===== src/rtl/hdb3_pkg.sv =====
// hdb3_pkg: symbol codes and helpers shared by the HDB3 encode/decode chain.
//   SYM_P / SYM_N / SYM_Z : +1 / -1 / zero line symbols
//   SYM_ILL               : the one illegal 2-bit code
//   FILL_MAX              : depth of the decoder delay line (substitution group length)
package hdb3_pkg;

    localparam logic [1:0] SYM_P   = 2'b01;
    localparam logic [1:0] SYM_N   = 2'b11;
    localparam logic [1:0] SYM_Z   = 2'b00;
    localparam logic [1:0] SYM_ILL = 2'b10;

    localparam logic [2:0] FILL_MAX = 3'd4;

    function automatic logic sym_is_mark(input logic [1:0] sym);
        return (sym == SYM_P) || (sym == SYM_N);
    endfunction

    function automatic logic sym_is_illegal(input logic [1:0] sym);
        return sym == SYM_ILL;
    endfunction

endpackage


===== src/rtl/hdb3_v_detector.sv =====
// hdb3_v_detector: tracks the polarity of the last mark and flags bipolar violations.
//   clk, rst  : clock, async active-high reset
//   en        : symbol strobe; polarity state only advances when en=1
//   sym       : current encoded symbol
//   is_mark   : current symbol is a +1 or -1 pulse (combinational)
//   is_v      : current symbol repeats the previous mark polarity (combinational)
module hdb3_v_detector (
    input  logic       clk,
    input  logic       rst,
    input  logic       en,
    input  logic [1:0] sym,
    output logic       is_mark,
    output logic       is_v
);
    import hdb3_pkg::*;

    logic pol;
    logic last_pol_q, last_pol_d;
    logic pol_valid_q, pol_valid_d;

    always_comb begin
        is_mark     = sym_is_mark(sym);
        pol         = (sym == SYM_P);
        // No reference polarity exists until the first mark, so it can never be V.
        is_v        = is_mark && pol_valid_q && (pol == last_pol_q);
        last_pol_d  = last_pol_q;
        pol_valid_d = pol_valid_q;
        if (en && is_mark) begin
            last_pol_d  = pol;
            pol_valid_d = 1'b1;
        end
    end

    always_ff @(posedge clk or posedge rst) begin
        if (rst) begin
            last_pol_q  <= 1'b0;
            pol_valid_q <= 1'b0;
        end else begin
            last_pol_q  <= last_pol_d;
            pol_valid_q <= pol_valid_d;
        end
    end

endmodule


===== src/rtl/hdb3_decoder.sv =====
// hdb3_decoder: recovers the binary stream from an HDB3 ternary symbol stream.
//   clk, rst     : clock, async active-high reset
//   en           : symbol strobe; hdb3_data sampled only when en=1
//   hdb3_data    : encoded symbol (SYM_P / SYM_N / SYM_Z)
//   decoded_data : recovered bit, four enabled symbols behind the input
//   out_valid    : strobe, decoded_data updated on this edge (after the delay line fills)
//   code_err     : strobe, illegal symbol or V preceded by a nonzero in the last two slots
//   v_count      : saturating count of detected V pulses
module hdb3_decoder #(
    parameter int unsigned CNT_W = 16
) (
    input  logic             clk,
    input  logic             rst,
    input  logic             en,
    input  logic [1:0]       hdb3_data,
    output logic             decoded_data,
    output logic             out_valid,
    output logic             code_err,
    output logic [CNT_W-1:0] v_count
);
    import hdb3_pkg::*;

    logic is_mark;
    logic is_v;

    logic [3:0]       sr_q, sr_d;
    // Only the two most recent raw-mark flags are ever inspected.
    logic [1:0]       m_q, m_d;
    logic [2:0]       fill_q, fill_d;
    logic             decoded_q, decoded_d;
    logic             out_valid_q, out_valid_d;
    logic             code_err_q, code_err_d;
    logic [CNT_W-1:0] v_count_q, v_count_d;

    hdb3_v_detector u_v_detector (
        .clk     (clk),
        .rst     (rst),
        .en      (en),
        .sym     (hdb3_data),
        .is_mark (is_mark),
        .is_v    (is_v)
    );

    always_comb begin
        sr_d        = sr_q;
        m_d         = m_q;
        fill_d      = fill_q;
        decoded_d   = decoded_q;
        out_valid_d = 1'b0;
        code_err_d  = 1'b0;
        v_count_d   = v_count_q;
        if (en) begin
            decoded_d   = sr_q[3];
            // A V wipes the three younger entries and enters as zero, so the whole
            // B00V / 000V group collapses to zeros; sr[3] has already left.
            sr_d        = is_v ? 4'b0000 : {sr_q[2:0], is_mark};
            m_d         = {m_q[0], is_mark};
            out_valid_d = (fill_q == FILL_MAX);
            if (fill_q != FILL_MAX) begin
                fill_d = fill_q + 3'd1;
            end
            code_err_d  = sym_is_illegal(hdb3_data) || (is_v && (m_q != 2'b00));
            if (is_v && (v_count_q != {CNT_W{1'b1}})) begin
                v_count_d = v_count_q + {{(CNT_W-1){1'b0}}, 1'b1};
            end
        end
    end

    always_ff @(posedge clk or posedge rst) begin
        if (rst) begin
            sr_q        <= 4'b0000;
            m_q         <= 2'b00;
            fill_q      <= 3'd0;
            decoded_q   <= 1'b0;
            out_valid_q <= 1'b0;
            code_err_q  <= 1'b0;
            v_count_q   <= '0;
        end else begin
            sr_q        <= sr_d;
            m_q         <= m_d;
            fill_q      <= fill_d;
            decoded_q   <= decoded_d;
            out_valid_q <= out_valid_d;
            code_err_q  <= code_err_d;
            v_count_q   <= v_count_d;
        end
    end

    assign decoded_data = decoded_q;
    assign out_valid    = out_valid_q;
    assign code_err     = code_err_q;
    assign v_count      = v_count_q;

endmodule


===== config.mk =====
export PLATFORM = sky130hd
export DESIGN_NAME = hdb3_decoder
export DESIGN_NICKNAME = d
export VERILOG_FILES = /design/src/rtl/hdb3_pkg.sv /design/src/rtl/hdb3_v_detector.sv /design/src/rtl/hdb3_decoder.sv
export SDC_FILE = /design/constraint.sdc
export NUM_CORES = 1
export LEC_CHECK = 0
export ABC_AREA = 1
export CAP_MARGIN = 20
export CORE_UTILIZATION = 57
export DETAILED_ROUTE_END_ITERATION = 8
export PLACE_DENSITY = 0.86
export SLEW_MARGIN = 5
export SYNTH_ARGS = -nofsm -noshare
export SYNTH_HDL_FRONTEND = slang
export SYNTH_SLANG_ARGS = --single-unit

===== constraint.sdc =====
create_clock -name clk -period 5.08 [get_ports clk]
set_clock_uncertainty 0.15 [all_clocks]
set_input_delay 0.508 -clock clk [delete_from_list [all_inputs] [get_ports clk]]
set_output_delay 0.508 -clock clk [all_outputs]
set_load 0.005 [all_outputs]

# Word-level counts from Yosys, hierarchy flattened
# Index checks and enable logic that the tools add are counted.
[word_totals]
wordCells = 31
output_inout_bits = 19
register_bits = 30
[op_classes]
eq_ne = 7
mux = 3
reduce_logical = 10
add_sub_neg = 2
[op_table]
columns = ["op", "count"]
rows = [
  ["16-bit by 1-bit adder with 16-bit output, second input constant", 1],
  ["16-bit != test, second input constant", 1],
  ["1-bit logical AND", 5],
  ["2-bit equality test, second input constant", 2],
  ["4-bit 2-to-1 mux", 1],
  ["2-bit AND reduction", 2],
  ["3-bit by 1-bit adder with 3-bit output, second input constant", 1],
  ["3-bit equality test, second input constant", 1],
  ["3-bit != test, second input constant", 1],
  ["2-bit by 1-bit equality test with 1-bit output, second input constant", 1],
  ["1-bit logical OR", 2],
  ["1-bit 2-to-1 mux", 2],
  ["2-bit nonzero test", 1],
  ["1-bit equality test", 1],
]

# Longest topological paths before layout
[depth]
ltp_word = 7
depth_mapped = 10
ltp_nobuf = 9

# Hierarchy
# From an unflattened synthesis, not the netlist that was laid out.
[unflattened]
hier_cells = 220
hier_area_um2 = 1725.4
[by_module_without_submodules]
columns = ["module", "cells_per_inst", "n_inst", "area_per_inst_um2", "seq_area_each_um2"]
rows = [
  ["hdb3_decoder", 205, 1, 1622.8, 700.7],
  ["hdb3_v_detector", 15, 1, 102.6, 50.0],
]

# Worst setup path after synthesis
# OpenSTA, ideal clock, no wires.
[synth_timing]
path_type = "register -> register"
from = "register v_count_q[0], in the netlist v_count[0]"
to = "register v_count_q[10], in the netlist v_count[10]"
stages_incl_launch_ff = 10
slack_ns = 3.401
n_path_buf = 1
arrival_time_ns = 1.411
cell_sequence = "dfrtp_1 -> ha_1 -> inv_2 -> nor2_4 -> nand2_4 -> nor2_4 -> nor2_4 -> buf_6 -> nand3_1 -> nand2_1"
[synth_via]
elab_chain_len = 3
elab_cells_between_ends = 4
cone_classes = "add/sub: 1; eq/ne: 1; reduce/logical: 2"
[synth_rtl]
columns = ["element", "line", "text"]
rows = [
  ["start: declaration", "hdb3_decoder.sv:33", "logic [CNT_W-1:0] v_count_q, v_count_d;"],
  ["start signal: assignment", "hdb3_decoder.sv:85", "v_count_q <= v_count_d;"],
  ["branches (longest 3 deep; another with 16-bit by 1-bit adder with 16-bit output)", "-", ""],
]
# Several ways; the timed one is not identified.
# A chain may end at the register's enable or synchronous reset.

# Final worst setup path
[layout_timing]
from = "input en"
to = "register v_count_q[9], in the netlist v_count[9]"
[layout_via]
elab_chain_len = 1
[layout_rtl]
columns = ["element", "line", "text"]
rows = [
  ["start: declaration", "hdb3_decoder.sv:14", "input logic en,"],
  ["2-bit AND reduction (no line)", "-", ""],
]
# No other way between the ends.

==> run metrics <==
FF+latch count, synth 30; DP Area 0.00188 mm^2; drt total wl ~3200 um; peak supply drop ~0.00025 V; CTS tree done; mapped cell area 0.00165 mm^2; H-Tree Level Count 2; final hold vios 0; Core Region approximately 0.0028 mm^2; crit-path max cell delay approximately 0.87 ns; Clock Latency Late Sink between 0.3 and 0.4 ns; post-route ant nets 0; Finished Cell Area ~0.002 mm^2; Max Root-Sink Buffers 2; area delta synth->final 18.8%; first-pass GRT wire length around 5400 um; Routed WL per cell 11.6 um; syn nets 223; Port Buffers 23; Synth cell types 25; critical path capture point type flop; layout cells sized above 1 roughly 10%; Num CTS Buffers 5; crit start category input pin; drt drc 0; global-route usage over all layers roughly 23%; GPL Wtd Cong 0.830; Via-to-Cell Ratio between 5 and 6; Post-Route Setup TNS 0 ns; # Max-Cap Violations 0; Slowest-stage cell, CP clkdlybuf4s50_1; CTS Hold Bufs 0; Final period util between 40% and 50%; Leakage between 0.0009 and 0.001 uW; die area around 0.0031 mm^2; Pre-antenna DRT Iters 4; drt first-iter violations between 50 and 60; sequential-to-total area share from yosys stat 45.5%; Fill cells about 230; post-CTS sizing 0; Max FO, Critical Path 18; Achievable Freq ~440 MHz; Worst EP arrival approximately 2.4 ns; most frequent CP cell nand2_1; clock tree sinks 30; total gr overflow 0; vias in the first global route approximately 1,300; via count 1,432; Initial Util around three fifths; I/O Pins 24; Ant. Diodes 0; critical-path cell list clkdlybuf4s50_1 -> inv_2 -> nor2_2 -> nand2_1 -> nor2_1 -> nand2_1 -> nand2_1 -> nand2_1; clock period minus worst slack 2.30 ns; hold_ws 0.330 ns; critical path required time 5.15 ns; Setup violations, final 0; Synth Instances about 220; final core utilization a little under three quarters; Hold Path Class flop to flop; Die Ht 55.8 um; Final nets ~250; Post-CTS Setup Repair Bufs 0; Root Buffer clkbuf_4; RSZ-0062 raised after global routing false; row cnt 19; Detail Placement HPWL between 2000 and 2500 um; Slew Limit Headroom between 50% and 60%; total power approximately 610 uW; Clock Pin Slew Worst Setup and Hold Paths roughly 0.090 ns; initial antenna violation count 0; syn_area_per_cell around 7.7 um^2; cell area power density 312 mW/mm^2; status finished, final reports clean; Crit Path Class input pin to flop; largest net degree at the start of global routing 31; Tightest Pin Transition 0.623 ns; YS warnings 0; Slew Limit Fails 0; Die Span X 55.8 um
-- layout by cell type (no fill, tap or decap), types with 3 or more instances in the layout --
| master | synthesis | layout |
|---|---|---|
| o21ai_0 | 7 | 7 |
| clkdlybuf4s50_1 | 0 | 23 |
| clkbuf_8 | 0 | 3 |
| nand4_1 | 3 | 3 |
| dfrtp_1 | 30 | 30 |
| clkbuf_4 | 0 | 5 |
| nor2_1 | 17 | 17 |
| nand3_1 | 25 | 25 |
| inv_1 | 25 | 25 |
| nand2_1 | 74 | 74 |
| nor2_4 | 4 | 4 |
| ha_1 | 3 | 3 |
| nand2_2 | 5 | 5 |
-- path summary, 6_finish.rpt --
path                                           from  slack [ns]                        to  depth (start not counted)
max                                              en        2.78                v_count[9]                          8
min                        u_v_detector.pol_valid_q        0.33  u_v_detector.pol_valid_q                          2
max reg2reg                              v_count[0]        3.07                v_count[9]                          9
min reg2reg                u_v_detector.pol_valid_q        0.33  u_v_detector.pol_valid_q                          2
max in group asynchronous                       rst        4.11  u_v_detector.pol_valid_q                          3
min in group asynchronous                       rst        0.40               v_count[15]                          3
-- synthesized netlist by cell type, drive strengths merged --
master | count | area share (%)
ha | 3 | 2.3
clkbuf | 1 | 0.23
o22ai | 1 | 0.38
nand2 | 80 | 19
xnor2 | 1 | 0.53
nand3b | 2 | 0.91
dfrtp | 30 | 46
nand4 | 3 | 1.1
and3 | 1 | 0.38
o21ai | 8 | 2.7
a21oi | 2 | 0.61
buf | 4 | 2.5
inv | 27 | 6.1
nor2 | 22 | 7.0
o31ai | 1 | 0.46
xor2 | 2 | 1.1
nor3 | 2 | 1.2
nand3 | 25 | 7.6
-- through the flow --
step / instances / setup WS (ns)
final: 273 / 2.78
after global routing: 273 / 2.60
after CTS: 273 / 2.77
after detailed placement: 265 / 2.42
after global placement: 265 / 2.51
after floorplan: 215 / 3.40
-- registers in the layout (all words and copies together), names as in the netlist --
name,count
v_count,16
fill_q,3
decoded_data,1
sr_q,4
out_valid,1
m_q,2
u_v_detector.last_pol_q,1
code_err,1
u_v_detector.pol_valid_q,1
-- cells by family after synthesis --
kind of cell               share of synthesized area, %
adders and majority gates                          2.28
and+or+nand+nor                                    37.6
DFF                                                45.5
xor gates and xnor gates                           1.59
buffers and inverters                              8.88
AOI/OAI and AO/OA                                  4.10
-- where the power goes --
| part | leakage [uW] | total (uW) | internal, uW | switching [uW] |
|---|---|---|---|---|
| clock network | 0.0000446 | 174 | 94.5 | 79.3 |
| logic | 0.000490 | 134 | 63.8 | 70.1 |
| registers | 0.000392 | 304 | 272 | 31.4 |
| total | 0.000927 | 611 | 431 | 181 |
-- routing by layer --
layer | GRT usage [%] | share of wire (%)
met5 | 0 | 0
met4 | 11.8 | 2.1
met3 | 4.88 | 5.4
met2 | 35.1 | 47
met1 | 30.1 | 46
-- critical path: cells and delay by family --
| family | cells | cell delay (ns) |
|---|---|---|
| buffers and inverters | 2 | 1.10 |
| and+or+nand+nor | 6 | 0.76 |
-- layout make-up --
class	instances	area (um^2)	area share, %
Multi-Input combinational cell	153	752	38.4
Sequential cell	30	751	38.3
Timing Repair Buffer	24	238	12.1
Inverter	27	101	5.17
Clock buffer	8	78.8	4.02
Tap cell	31	38.8	1.98
(Power assumes the default switching activity.)
